### src/rtl/instr_fetch_if.sv
// Fetch-stage bus: instruction memory port, decode handshake and pc_branch links.
// master = instr_fetch itself, slave = the surrounding core / memory.
interface instr_fetch_if;
    logic [31:0] next_pc;
    logic [31:0] pc;
    logic        imem_req;
    logic [31:0] imem_addr;
    logic        imem_ack;
    logic [31:0] imem_rdata;
    logic [31:0] instr;
    logic [15:0] imm16;
    logic        instr_valid;
    logic        instr_ready;
    logic        stall;
    logic        fault;
    logic [31:0] retired;

    modport master (
        input  next_pc, imem_ack, imem_rdata, instr_ready, stall,
        output pc, imem_req, imem_addr, instr, imm16, instr_valid, fault, retired
    );

    modport slave (
        output next_pc, imem_ack, imem_rdata, instr_ready, stall,
        input  pc, imem_req, imem_addr, instr, imm16, instr_valid, fault, retired
    );
endinterface

### src/rtl/instr_fetch.sv
// Single-outstanding instruction fetch stage: holds PC and the fetched word,
// hands it to decode, counts retirements and locks up on a misaligned PC.
module instr_fetch #(
    parameter logic [31:0] RESET_PC = 32'h0040_0000
) (
    input  logic           clk,
    input  logic           rst_n,
    instr_fetch_if.master  bus
);
    typedef enum logic [1:0] {
        BOOT  = 2'd0,
        FETCH = 2'd1,
        VALID = 2'd2,
        ERROR = 2'd3
    } state_e;

    state_e      state_q, state_d;
    logic [31:0] pc_q, pc_d;
    logic [31:0] instr_q, instr_d;
    logic [31:0] retired_q, retired_d;
    logic        imem_req_q, imem_req_d;
    logic        instr_valid_q, instr_valid_d;
    logic        fault_q, fault_d;
    logic        boot_q, boot_d;

    // Next-state and register-update logic for the fetch FSM
    always_comb begin
        state_d       = state_q;
        pc_d          = pc_q;
        instr_d       = instr_q;
        retired_d     = retired_q;
        imem_req_d    = imem_req_q;
        instr_valid_d = instr_valid_q;
        fault_d       = fault_q;
        boot_d        = boot_q;
        case (state_q)
            BOOT: begin
                // First edge after reset release only arms boot_q, so BOOT spans one full cycle
                if (boot_q) begin
                    state_d    = FETCH;
                    imem_req_d = 1'b1;
                end else begin
                    boot_d     = 1'b1;
                end
            end
            FETCH: begin
                if (bus.imem_ack) begin
                    instr_d       = bus.imem_rdata;
                    instr_valid_d = 1'b1;
                    imem_req_d    = 1'b0;
                    state_d       = VALID;
                end else begin
                    imem_req_d    = 1'b1;
                end
            end
            VALID: begin
                if (instr_valid_q && bus.instr_ready && !bus.stall) begin
                    pc_d          = bus.next_pc;
                    instr_valid_d = 1'b0;
                    retired_d     = retired_q + 32'd1;
                    if (bus.next_pc[1:0] != 2'b00) begin
                        fault_d    = 1'b1;
                        imem_req_d = 1'b0;
                        state_d    = ERROR;
                    end else begin
                        imem_req_d = 1'b1;
                        state_d    = FETCH;
                    end
                end else begin
                    state_d = VALID;
                end
            end
            ERROR: begin
                imem_req_d    = 1'b0;
                instr_valid_d = 1'b0;
            end
            default: begin
                imem_req_d    = 1'b0;
                instr_valid_d = 1'b0;
                state_d       = ERROR;
            end
        endcase
    end

    // State and datapath registers with asynchronous active-low reset
    always_ff @(posedge clk or negedge rst_n) begin
        if (!rst_n) begin
            state_q       <= BOOT;
            pc_q          <= RESET_PC;
            instr_q       <= 32'h0000_0000;
            retired_q     <= 32'h0000_0000;
            imem_req_q    <= 1'b0;
            instr_valid_q <= 1'b0;
            fault_q       <= 1'b0;
            boot_q        <= 1'b0;
        end else begin
            state_q       <= state_d;
            pc_q          <= pc_d;
            instr_q       <= instr_d;
            retired_q     <= retired_d;
            imem_req_q    <= imem_req_d;
            instr_valid_q <= instr_valid_d;
            fault_q       <= fault_d;
            boot_q        <= boot_d;
        end
    end

    assign bus.pc          = pc_q;
    assign bus.imem_req    = imem_req_q;
    assign bus.imem_addr   = pc_q;
    assign bus.instr       = instr_q;
    assign bus.imm16       = instr_q[15:0];
    assign bus.instr_valid = instr_valid_q;
    assign bus.fault       = fault_q;
    assign bus.retired     = retired_q;
endmodule

### src/flat_wrapper.sv
// flat-port wrapper written by rule: the top's interface ports become plain ports
module instr_fetch_flat 
#(
    parameter logic [31:0] RESET_PC = 32'h0040_0000
)
  (clk, rst_n, bus_next_pc, bus_imem_ack, bus_imem_rdata, bus_instr_ready, bus_stall, bus_pc, bus_imem_req, bus_imem_addr, bus_instr, bus_imm16, bus_instr_valid, bus_fault, bus_retired);
  instr_fetch_if bus_i ();
  input  logic clk;
  input  logic rst_n;
  input wire logic [$bits(bus_i.next_pc)-1:0] bus_next_pc;
  input wire logic [$bits(bus_i.imem_ack)-1:0] bus_imem_ack;
  input wire logic [$bits(bus_i.imem_rdata)-1:0] bus_imem_rdata;
  input wire logic [$bits(bus_i.instr_ready)-1:0] bus_instr_ready;
  input wire logic [$bits(bus_i.stall)-1:0] bus_stall;
  output wire logic [$bits(bus_i.pc)-1:0] bus_pc;
  output wire logic [$bits(bus_i.imem_req)-1:0] bus_imem_req;
  output wire logic [$bits(bus_i.imem_addr)-1:0] bus_imem_addr;
  output wire logic [$bits(bus_i.instr)-1:0] bus_instr;
  output wire logic [$bits(bus_i.imm16)-1:0] bus_imm16;
  output wire logic [$bits(bus_i.instr_valid)-1:0] bus_instr_valid;
  output wire logic [$bits(bus_i.fault)-1:0] bus_fault;
  output wire logic [$bits(bus_i.retired)-1:0] bus_retired;
  assign bus_i.next_pc = bus_next_pc;
  assign bus_i.imem_ack = bus_imem_ack;
  assign bus_i.imem_rdata = bus_imem_rdata;
  assign bus_i.instr_ready = bus_instr_ready;
  assign bus_i.stall = bus_stall;
  assign bus_pc = bus_i.pc;
  assign bus_imem_req = bus_i.imem_req;
  assign bus_imem_addr = bus_i.imem_addr;
  assign bus_instr = bus_i.instr;
  assign bus_imm16 = bus_i.imm16;
  assign bus_instr_valid = bus_i.instr_valid;
  assign bus_fault = bus_i.fault;
  assign bus_retired = bus_i.retired;
  instr_fetch #(.RESET_PC(RESET_PC)) u_core (.clk(clk), .rst_n(rst_n), .bus(bus_i));
endmodule
### config.mk
export PLATFORM = sky130hd
export DESIGN_NAME = instr_fetch_flat
export DESIGN_NICKNAME = d
export VERILOG_FILES = /design/src/rtl/instr_fetch_if.sv /design/src/rtl/instr_fetch.sv /design/src/flat_wrapper.sv
export SDC_FILE = /design/constraint.sdc
export NUM_CORES = 1
export LEC_CHECK = 0
export BUFFER_PORTS_ARGS = -buffer_cell sky130_fd_sc_hd__buf_2
export CAP_MARGIN = 30
export CORE_MARGIN = 1.5
export CORE_UTILIZATION = 45
export CTS_CLUSTER_DIAMETER = 60
export DETAILED_ROUTE_END_ITERATION = 10
export PLACE_DENSITY_LB_ADDON = 0.05
export SLEW_MARGIN = 25
export SYNTH_ARGS = -nofsm -noshare
export SYNTH_HDL_FRONTEND = slang
export SYNTH_SLANG_ARGS = --single-unit
### constraint.sdc
create_clock -name clk -period 2.9 [get_ports clk]
set_clock_uncertainty 0.1 [all_clocks]
set_input_delay 0 -clock clk [delete_from_list [all_inputs] [get_ports clk]]
set_output_delay 0 -clock clk [all_outputs]
set_load 0.1 [all_outputs]
==> impl_metrics.ini, run 1 <==
[run_status]
status = complete, no violations

[grt]
grt_max_degree = 57
gr-usage-met3 = 0.0412
grt_usage = 0.202
gr-usage-met2 = 0.334
grt_pass1_vias = 3551
grt_pass1_wl_um = 17500
grt.busiest_layer = met2
grt-ovfl-total = 0
antenna_found_initial = 0
use_met1 = 0.252

[cts]
clockBufferDepth = 2
postCtsSetupBuffers = 0
clk_pin_slew_ns = 0.09
root_buffer = clkbuf_8
cts_buffers = 9
cts_tree = yes
htree_levels = 3
clk_latency_ns = 0.37
cts_resized = 0
cts_hold_buf = 66
clock_sinks = 102

[cells_and_area]
register_area_mm2 = 0.00255
diodes = 0
nets = 730
multi_input_area_mm2 = 0.00164
drive_gt1_frac = 0.423
nFillCells = 799
syn2layout_area_growth_pct = 37.4

[die]
die_area_mm2 = 0.0109
floorplan.initialDensity = 0.468
die_x_um = 105
coreArea_mm2 = 0.00991
ios = 216
die_h_um = 105
num_rows = 36

[detailed_routing]
antenna_left = 0
drc = 0
viasPerCell = 4.71
drt_pre_antenna_iters = 4
routed_wl_um = 11000
post_drt_wl_per_cell_um = 13.9
vias = 3733
drt_iter0_drc = 161

[synthesis]
synth.largest_area_cell = dfrtp_1
yosys_warnings = 0
synth-simple-area-share = 0.187
syn-cell-area_mm2 = 0.00464
synth.area.mux_share = 0.0776
yosys.area.top_type_share = 0.544
synth_ff_type = dfrtp_1
synth.area.top_cells = dfrtp_1 (54%), nand2_1 (9.4%), buf_4 (7.8%)
synthAdderAreaFrac = 0.0162
synth_edf_count = 0
ys_seq_area_frac = 0.550
synth_most_common_cell = nand2_1
synth_xor_area_frac = 0.0585
synth_top_family_by_area = simple AND/OR/NAND/NOR gates
yosysUniqueCellTypes = 41
synth_commonest_cells = nand2_1 (116), dfrtp_1 (101), buf_4 (48)
synth-compound-area-share = 0.0137
synth-async-reset-ratio = 1.00
syn_area_per_cell_um2 = 11.1
syn_nets = 495
ys_ff_latch = 102
synth_cells = 420

[place]
io_buffers = 215
post-dp-hpwl_um = 7240
globalplace.congestion = 0.702

[job]
maxCapViolations = 0

[setup_path]
crit_arrival_ns = 2.40
crit_path_end_kind = flip-flop
critPathRequiredTime_ns = 3.09
critPathKind = reg2reg
startpoint_type = flip-flop
path_max_fanout = 11

[timing]
tns_ns = 0
setup_viol = 0
slew_viol_final = 0
post-route-period-util = 0.763
timing.fmax_mhz = 452
hold_violations = 0
tightest_slew_ns = 0.600
period_needed_ns = 2.21
maxSlewHeadroom = 0.600
rsz0062_at_grt = false

[min_path]
holdCritPathClass = in2reg
logic make-up after synthesis:
logic type | count (synthesis)
AOI/OAI and AO/OA | 10
xor gates and xnor gates | 31
adders and majority gates | 6
buffers and inverters | 67
DFF | 102
muxes | 32
and+or+nand+nor | 172
final cells by class:
| type | instances | area share |
|---|---|---|
| clock buffer | 12 | 0.0227 |
| clock inverter | 4 | 0.0110 |
| inverter | 6 | 0.00353 |
| multi-input combinational | 251 | 0.257 |
| sequential | 102 | 0.400 |
| tap | 133 | 0.0261 |
| timing repair buffer | 285 | 0.279 |
path summary, 6_finish.rpt:
check | startpoint | end | slack (ns) | depth (start not counted)
min in group asynchronous | rst_n | u_core.bus.imem_addr[26]$_DFFE_PN0P_ | 0.09 | 2
worst max-delay path | u_core.state_q[0]$_DFFE_PN0P_ | u_core.bus.retired[30]$_DFFE_PN0P_ | 0.69 | 6
worst min register to register | u_core.bus.fault$_DFFE_PN0P_ | u_core.bus.fault$_DFFE_PN0P_ | 0.37 | 1
worst max register to register | u_core.state_q[0]$_DFFE_PN0P_ | u_core.bus.retired[30]$_DFFE_PN0P_ | 0.69 | 6
worst min-delay path | bus_instr_ready | u_core.bus.imem_addr[22]$_DFFE_PN1P_ | 0.02 | 4
max in group asynchronous | rst_n | u_core.bus.imem_addr[22]$_DFFE_PN1P_ | 1.87 | 3
layer usage:
layer  vias to the layer above  routed length (um)
met5                         -                   0
met3                        22                 672
met1                      1784                4680
met4                         0                 299
met2                       130                5350
li1                       1797                   -
flip-flops by register name, indices dropped and copies added, names as in the netlist:
signal	cells
u_core.bus.imem_req	1
u_core.bus.imem_addr	32
u_core.state_q	2
u_core.boot_q	1
u_core.bus.retired	32
u_core.bus.instr	32
u_core.bus.fault	1
u_core.bus.instr_valid	1
per-stage QoR:
step                      setup WS (ns)  cells  instance area [um^2]  hold WS (ns)   util
after floorplan                   0.513    420                  4640        -0.396      -
after global placement            0.764    711                  5500       -0.0496  0.555
after detailed placement          0.686    711                  5500       -0.0509  0.555
after CTS                         0.684    793                  6380       0.00261  0.644
after global routing              0.452    793                  6380        0.0232  0.644
final                             0.687    793                  6380        0.0230  0.644
cell usage in the layout, fill, tap and decap left out, types with 2 or more instances in the layout:
| master | n |
|---|---|
| buf_2 | 214 |
| nand2_1 | 116 |
| dfrtp_1 | 101 |
| dlygate4sd3_1 | 66 |
| mux2_2 | 32 |
| xor2_1 | 19 |
| xnor2_1 | 12 |
| clkbuf_8 | 10 |
| nor3_1 | 8 |
| nand3_1 | 7 |
| inv_1 | 6 |
| nor4_1 | 6 |
| nor2_1 | 6 |
| ha_1 | 6 |
| and4_1 | 4 |
| o21ai_0 | 4 |
| buf_4 | 4 |
| and3_1 | 3 |
| nor4_2 | 3 |
| nand4_1 | 3 |
| nand4_4 | 2 |
| nor4_4 | 2 |
| nor2b_1 | 2 |
| bufinv_16 | 2 |
| clkinv_2 | 2 |
| clkbuf_1 | 2 |
critical path, stage by stage, from the launching register on:
cell,delay [ns]
dfrtp_1,0.42
inv_1,0.13
ha_1,0.28
and4b_4,0.38
nand4_2,0.32
nor4_2,0.33
xor2_1,0.18
Power of run 1 is left out: the tool's default activity adds up to more than one toggle a clock period on the data nets, which glitch-free logic cannot reach.
==> run 2, diff against run 1 <==
--- a/config.mk
+++ b/config.mk
@@ -8,7 +8,7 @@
 export BUFFER_PORTS_ARGS = -buffer_cell sky130_fd_sc_hd__buf_2
 export CAP_MARGIN = 30
 export CORE_MARGIN = 1.5
-export CORE_UTILIZATION = 45
+export CORE_UTILIZATION = 42
 export CTS_CLUSTER_DIAMETER = 60
 export DETAILED_ROUTE_END_ITERATION = 10
 export PLACE_DENSITY_LB_ADDON = 0.05
==> constraint.sdc (replaced) <==
create_clock -name clk -period 1.8 [get_ports clk]
set_clock_uncertainty 0.1 [all_clocks]
set_input_delay 0 -clock clk [delete_from_list [all_inputs] [get_ports clk]]
set_output_delay 0 -clock clk [all_outputs]
set_load 0.1 [all_outputs]
==> run 2 against run 1 <==
Against the previous run:
- critical path depth rose by 1
- the flow now finishes with violations (negative setup slack)
- non-clock buffer count rose by 23
- worst setup slack got worse by 0.69 ns
- worst hold slack improved by 0.0066 ns
- register-to-register slack got worse by 0.69 ns
- core utilization fell by 0.90 points
- final cell count rose by 3.9%
- die area rose by 6.9%
- first-iteration DRC count fell by 26%
- wire length rose by 4.8%
- count of clock-buffer cells in the layout rose by 1
- critical endpoint is now u_core.bus.retired[16]$_DFFE_PN0P_
- global-route usage fell by 0.72 points
==> impl_metrics.ini, run 2 (same netlist as run 1, synthesis figures left out) <==
[run_status]
status = complete, but fails checks
violations = negative setup slack

[cts]
clk_pin_slew_ns = 0.09
htree_levels = 3
clk_latency_ns = 0.35
clock_sinks = 102
clockBufferDepth = 2
cts_tree = yes
root_buffer = clkbuf_8
cts_buffers = 9

[place]
io_buffers = 215
place_ws_ns = -0.0327
post-dp-hpwl_um = 7630
globalplace.congestion = 0.750

[timing]
hold_slack_ns = 0.0297
period_needed_ns = 1.80
slew_viol_final = 0
setup_slack_ns = -0.00228
timing.fmax_mhz = 555
tightest_slew_ns = 0.516
rsz0062_at_grt = true
maxSlewHeadroom = 0.659
tns_ns = -0.00228
setup_viol = 1
post-route-period-util = 1.00
hold_violations = 0

[setup_path]
r2r_start = u_core.state_q[0]$_DFFE_PN0P_
critPathKind = reg2reg
r2r-end = u_core.bus.retired[16]$_DFFE_PN0P_
startpoint_type = flip-flop
crit_arrival_ns = 1.99
path_max_fanout = 8
crit_path_end_kind = flip-flop
critPathRequiredTime_ns = 1.98
ff2ff_path_depth = 7
reg2reg_slack_ns = -0.002

[die]
floorplan.initialDensity = 0.430
num_rows = 38
die_h_um = 108
ios = 216
coreArea_mm2 = 0.0108
die_area_mm2 = 0.0117
die_x_um = 108

[grt]
grt_max_degree = 50
grt-ovfl-total = 0
grt_pass1_vias = 3704
grt_pass1_wl_um = 17900
grt_usage = 0.195
antenna_found_initial = 0

[job]
maxCapViolations = 0

[cells_and_area]
diodes = 0
layout_common_cells = buf_2 (214), nand2_1 (116), dfrtp_1 (70)
nets = 754
drive_gt1_frac = 0.513
final_common_cell = buf_2
register_area_mm2 = 0.00264
multi_input_area_mm2 = 0.00181
syn2layout_area_growth_pct = 47.6
nFillCells = 854

[detailed_routing]
drt_iter0_drc = 119
antenna_left = 0
vias = 3811
post_drt_wl_per_cell_um = 14.0
viasPerCell = 4.63
routed_wl_um = 11500
drt_pre_antenna_iters = 4
drc = 0

[min_path]
holdCritPathClass = in2async
==> run 2: layout make-up <==
cell class                      instances  share of cell area
Tap cell                              140              0.0256
Multi-Input combinational cell        252               0.264
Clock buffer                           13              0.0232
Inverter                                6             0.00329
Timing Repair Buffer                  308               0.292
Clock inverter                          3             0.00621
Sequential cell                       102               0.385
==> run 2: worst max-delay path by stage <==
stage / cells after the start / start / end
detailed placement: 6 / u_core.state_q[0]$_DFFE_PN0P_ / u_core.bus.retired[31]$_DFFE_PN0P_
global placement: 7 / u_core.state_q[0]$_DFFE_PN0P_ / u_core.bus.retired[7]$_DFFE_PN0P_
global route: 7 / u_core.state_q[0]$_DFFE_PN0P_ / u_core.bus.retired[16]$_DFFE_PN0P_
finish: 7 / u_core.state_q[0]$_DFFE_PN0P_ / u_core.bus.retired[16]$_DFFE_PN0P_
floorplan: 4 / u_core.bus.retired[16]$_DFFE_PN0P_ / u_core.bus.retired[31]$_DFFE_PN0P_
CTS: 7 / u_core.state_q[0]$_DFFE_PN0P_ / u_core.bus.retired[7]$_DFFE_PN0P_
==> run 2: stage by stage <==
stage / instance area, um^2 / cells / utilization
2_1_floorplan: 4780 / 420 / -
3_3_place_gp: 5790 / 733 / 0.537
3_5_place_dp: 5790 / 733 / 0.537
4_1_cts: 6670 / 815 / 0.618
5_1_grt: 6850 / 824 / 0.635
6_report: 6850 / 824 / 0.635
==> run 2: timing repair <==
action / in CTS / in global routing
pin swaps: 1 / 12
gates resized for setup: 3 / 21
endpoints found under the hold margin: 169 / 0
setup endpoints to repair: 4 / 24
hold buffers: 66 / 0
cloned: 0 / 1
buffers inserted: 0 / 9
==> run 2: per-layer routing <==
layer	vias up	part of all wire	GRT usage	wire, um
met5	-	0	0	0
met4	0	0.010	0.0508	120
met3	9	0.056	0.0404	649
met2	136	0.50	0.345	5820
met1	1819	0.43	0.241	4950
li1	1847	-	-	-
==> run 2: worst max-delay path, stage by stage (launching register included) <==
cell	delay, ns
dfrtp_1	0.40
inv_2	0.08
ha_4	0.12
and4b_4	0.31
nand4_4	0.23
buf_4	0.22
nor3_2	0.12
xor2_1	0.15
Power of run 2 is left out for the same reason.
==> run 3, diff against run 2 <==
--- a/config.mk
+++ b/config.mk
@@ -8,7 +8,7 @@
 export BUFFER_PORTS_ARGS = -buffer_cell sky130_fd_sc_hd__buf_2
 export CAP_MARGIN = 30
 export CORE_MARGIN = 1.5
-export CORE_UTILIZATION = 42
+export CORE_UTILIZATION = 45
 export CTS_CLUSTER_DIAMETER = 60
 export DETAILED_ROUTE_END_ITERATION = 10
 export PLACE_DENSITY_LB_ADDON = 0.05
==> constraint.sdc (replaced) <==
create_clock -name clk -period 2.25 [get_ports clk]
set_clock_uncertainty 0.1 [all_clocks]
set_input_delay 0 -clock clk [delete_from_list [all_inputs] [get_ports clk]]
set_output_delay 0 -clock clk [all_outputs]
set_load 0.1 [all_outputs]
==> run 3 against run 2 <==
Against the previous run:
- the run now ends clean
- critical path depth up 1
- core utilization up 1.4 points
- worst hold slack worse by 0.012 ns
- maximum frequency down 14%
- wire length down 6.0%
- critical path type unchanged
- highest routed layer unchanged
==> impl_metrics.ini, run 3 (same netlist as run 1, synthesis figures left out) <==
[run_status]
status = complete, no violations

[timing]
maxSlewHeadroom = 0.666
timing.fmax_mhz = 478
rsz0062_at_grt = false
setup_viol = 0
hold_violations = 0
slew_viol_final = 0
period_needed_ns = 2.09
tightest_slew_ns = 0.505
post-route-period-util = 0.930
tns_ns = 0

[die]
die_h_um = 105
floorplan.initialDensity = 0.468
die_area_mm2 = 0.0109
num_rows = 36
coreArea_mm2 = 0.00991
die_x_um = 105
ios = 216

[place]
post-dp-hpwl_um = 7340
io_buffers = 215
globalplace.congestion = 0.792

[detailed_routing]
antenna_left = 0
drt_iter0_drc = 94
post_drt_wl_per_cell_um = 13.6
routed_wl_um = 10800
drt_pre_antenna_iters = 4
vias = 3760
drc = 0
viasPerCell = 4.71

[grt]
grt_max_degree = 47
grt_pass1_vias = 3641
grt-ovfl-total = 0
antenna_found_initial = 0
grt_usage = 0.199
grt_pass1_wl_um = 17500

[cells_and_area]
drive_gt1_frac = 0.451
final_common_cell = buf_2
layout_common_cells = buf_2 (214), nand2_1 (116), dfrtp_1 (87)
nets = 735
post-route-util = 0.649
syn2layout_area_growth_pct = 38.5
diodes = 0

[cts]
root_buffer = clkbuf_8
cts_tree = yes
cts_buffers = 9
htree_levels = 3
clk_pin_slew_ns = 0.09
postCtsSetupBuffers = 0
clock_sinks = 102
clk_latency_ns = 0.36
clockBufferDepth = 2

[setup_path]
slowest_stage = dfrtp_1
path_max_fanout = 6
timing.critical_path.mode_cell = buf_4
crit_arrival_ns = 2.23
cp_num_buf_inv = 3
startpoint_type = flip-flop
critPathRequiredTime_ns = 2.39
critPathKind = reg2reg
path_cells = inv_1 > ha_1 > buf_4 > nand4b_1 > nor4_2 > buf_4 > nand4_1 > xnor2_1
crit_path_end_kind = flip-flop
path_delay_family = simple AND/OR/NAND/NOR gates
critPathMaxStageDelay_ns = 0.41

[min_path]
holdCritPathClass = in2reg

[job]
maxCapViolations = 0
-- run 3: final cells by class --
cell class / count / area [um^2]
inverter: 6 / 22.5
clock inverter: 7 / 78.8
fill: 839 / 3480
tap: 133 / 166
multi-input combinational: 251 / 1650
clock buffer: 9 / 124
sequential: 102 / 2570
timing repair buffer: 290 / 1820
-- run 3: what timing repair did --
action | in CTS | in global routing
hold buffers | 67 | 0
resized for setup | 0 | 1
hold endpoints to repair | 168 | 0
endpoints found under the setup margin | 0 | 1
-- run 3: final timing paths --
check,from,to,slack [ns],depth (start not counted)
min in group asynchronous,rst_n,u_core.bus.instr[2]$_DFFE_PN0P_,0.03,2
min,bus_stall,u_core.bus.retired[1]$_DFFE_PN0P_,0.02,4
min reg2reg,u_core.bus.retired[31]$_DFFE_PN0P_,u_core.bus.retired[31]$_DFFE_PN0P_,0.37,1
max,u_core.state_q[0]$_DFFE_PN0P_,u_core.bus.retired[14]$_DFFE_PN0P_,0.16,8
max reg2reg,u_core.state_q[0]$_DFFE_PN0P_,u_core.bus.retired[14]$_DFFE_PN0P_,0.16,8
max in group asynchronous,rst_n,u_core.bus.imem_addr[22]$_DFFE_PN1P_,1.28,3
-- run 3: tightest hold or removal path: cells and delay by family --
family | cells | cell delay, ns
buffers and inverters | 1 | 0.09
AND/OR/NAND/NOR | 3 | 0.36
-- run 3: per-layer routing --
layer  wire length, um  global-route usage  up-vias
met2              5280               0.340      137
met5                 0                   0        -
met3               714              0.0487       12
met1              4720               0.251     1794
li1                  -                   -     1817
met4               130              0.0575        0
-- run 3: stage by stage --
step | hold WS [ns] | setup WS (ns) | std cells | area (um^2)
after floorplan | -0.396 | 0.00640 | 420 | 4660
final | 0.0173 | 0.157 | 798 | 6430
after detailed placement | -0.120 | 0.167 | 715 | 5550
after global routing | 0.0271 | 0.0150 | 798 | 6430
after global placement | -0.129 | 0.224 | 715 | 5550
after CTS | 0.00716 | 0.142 | 798 | 6420
Power of run 3 is left out for the same reason.
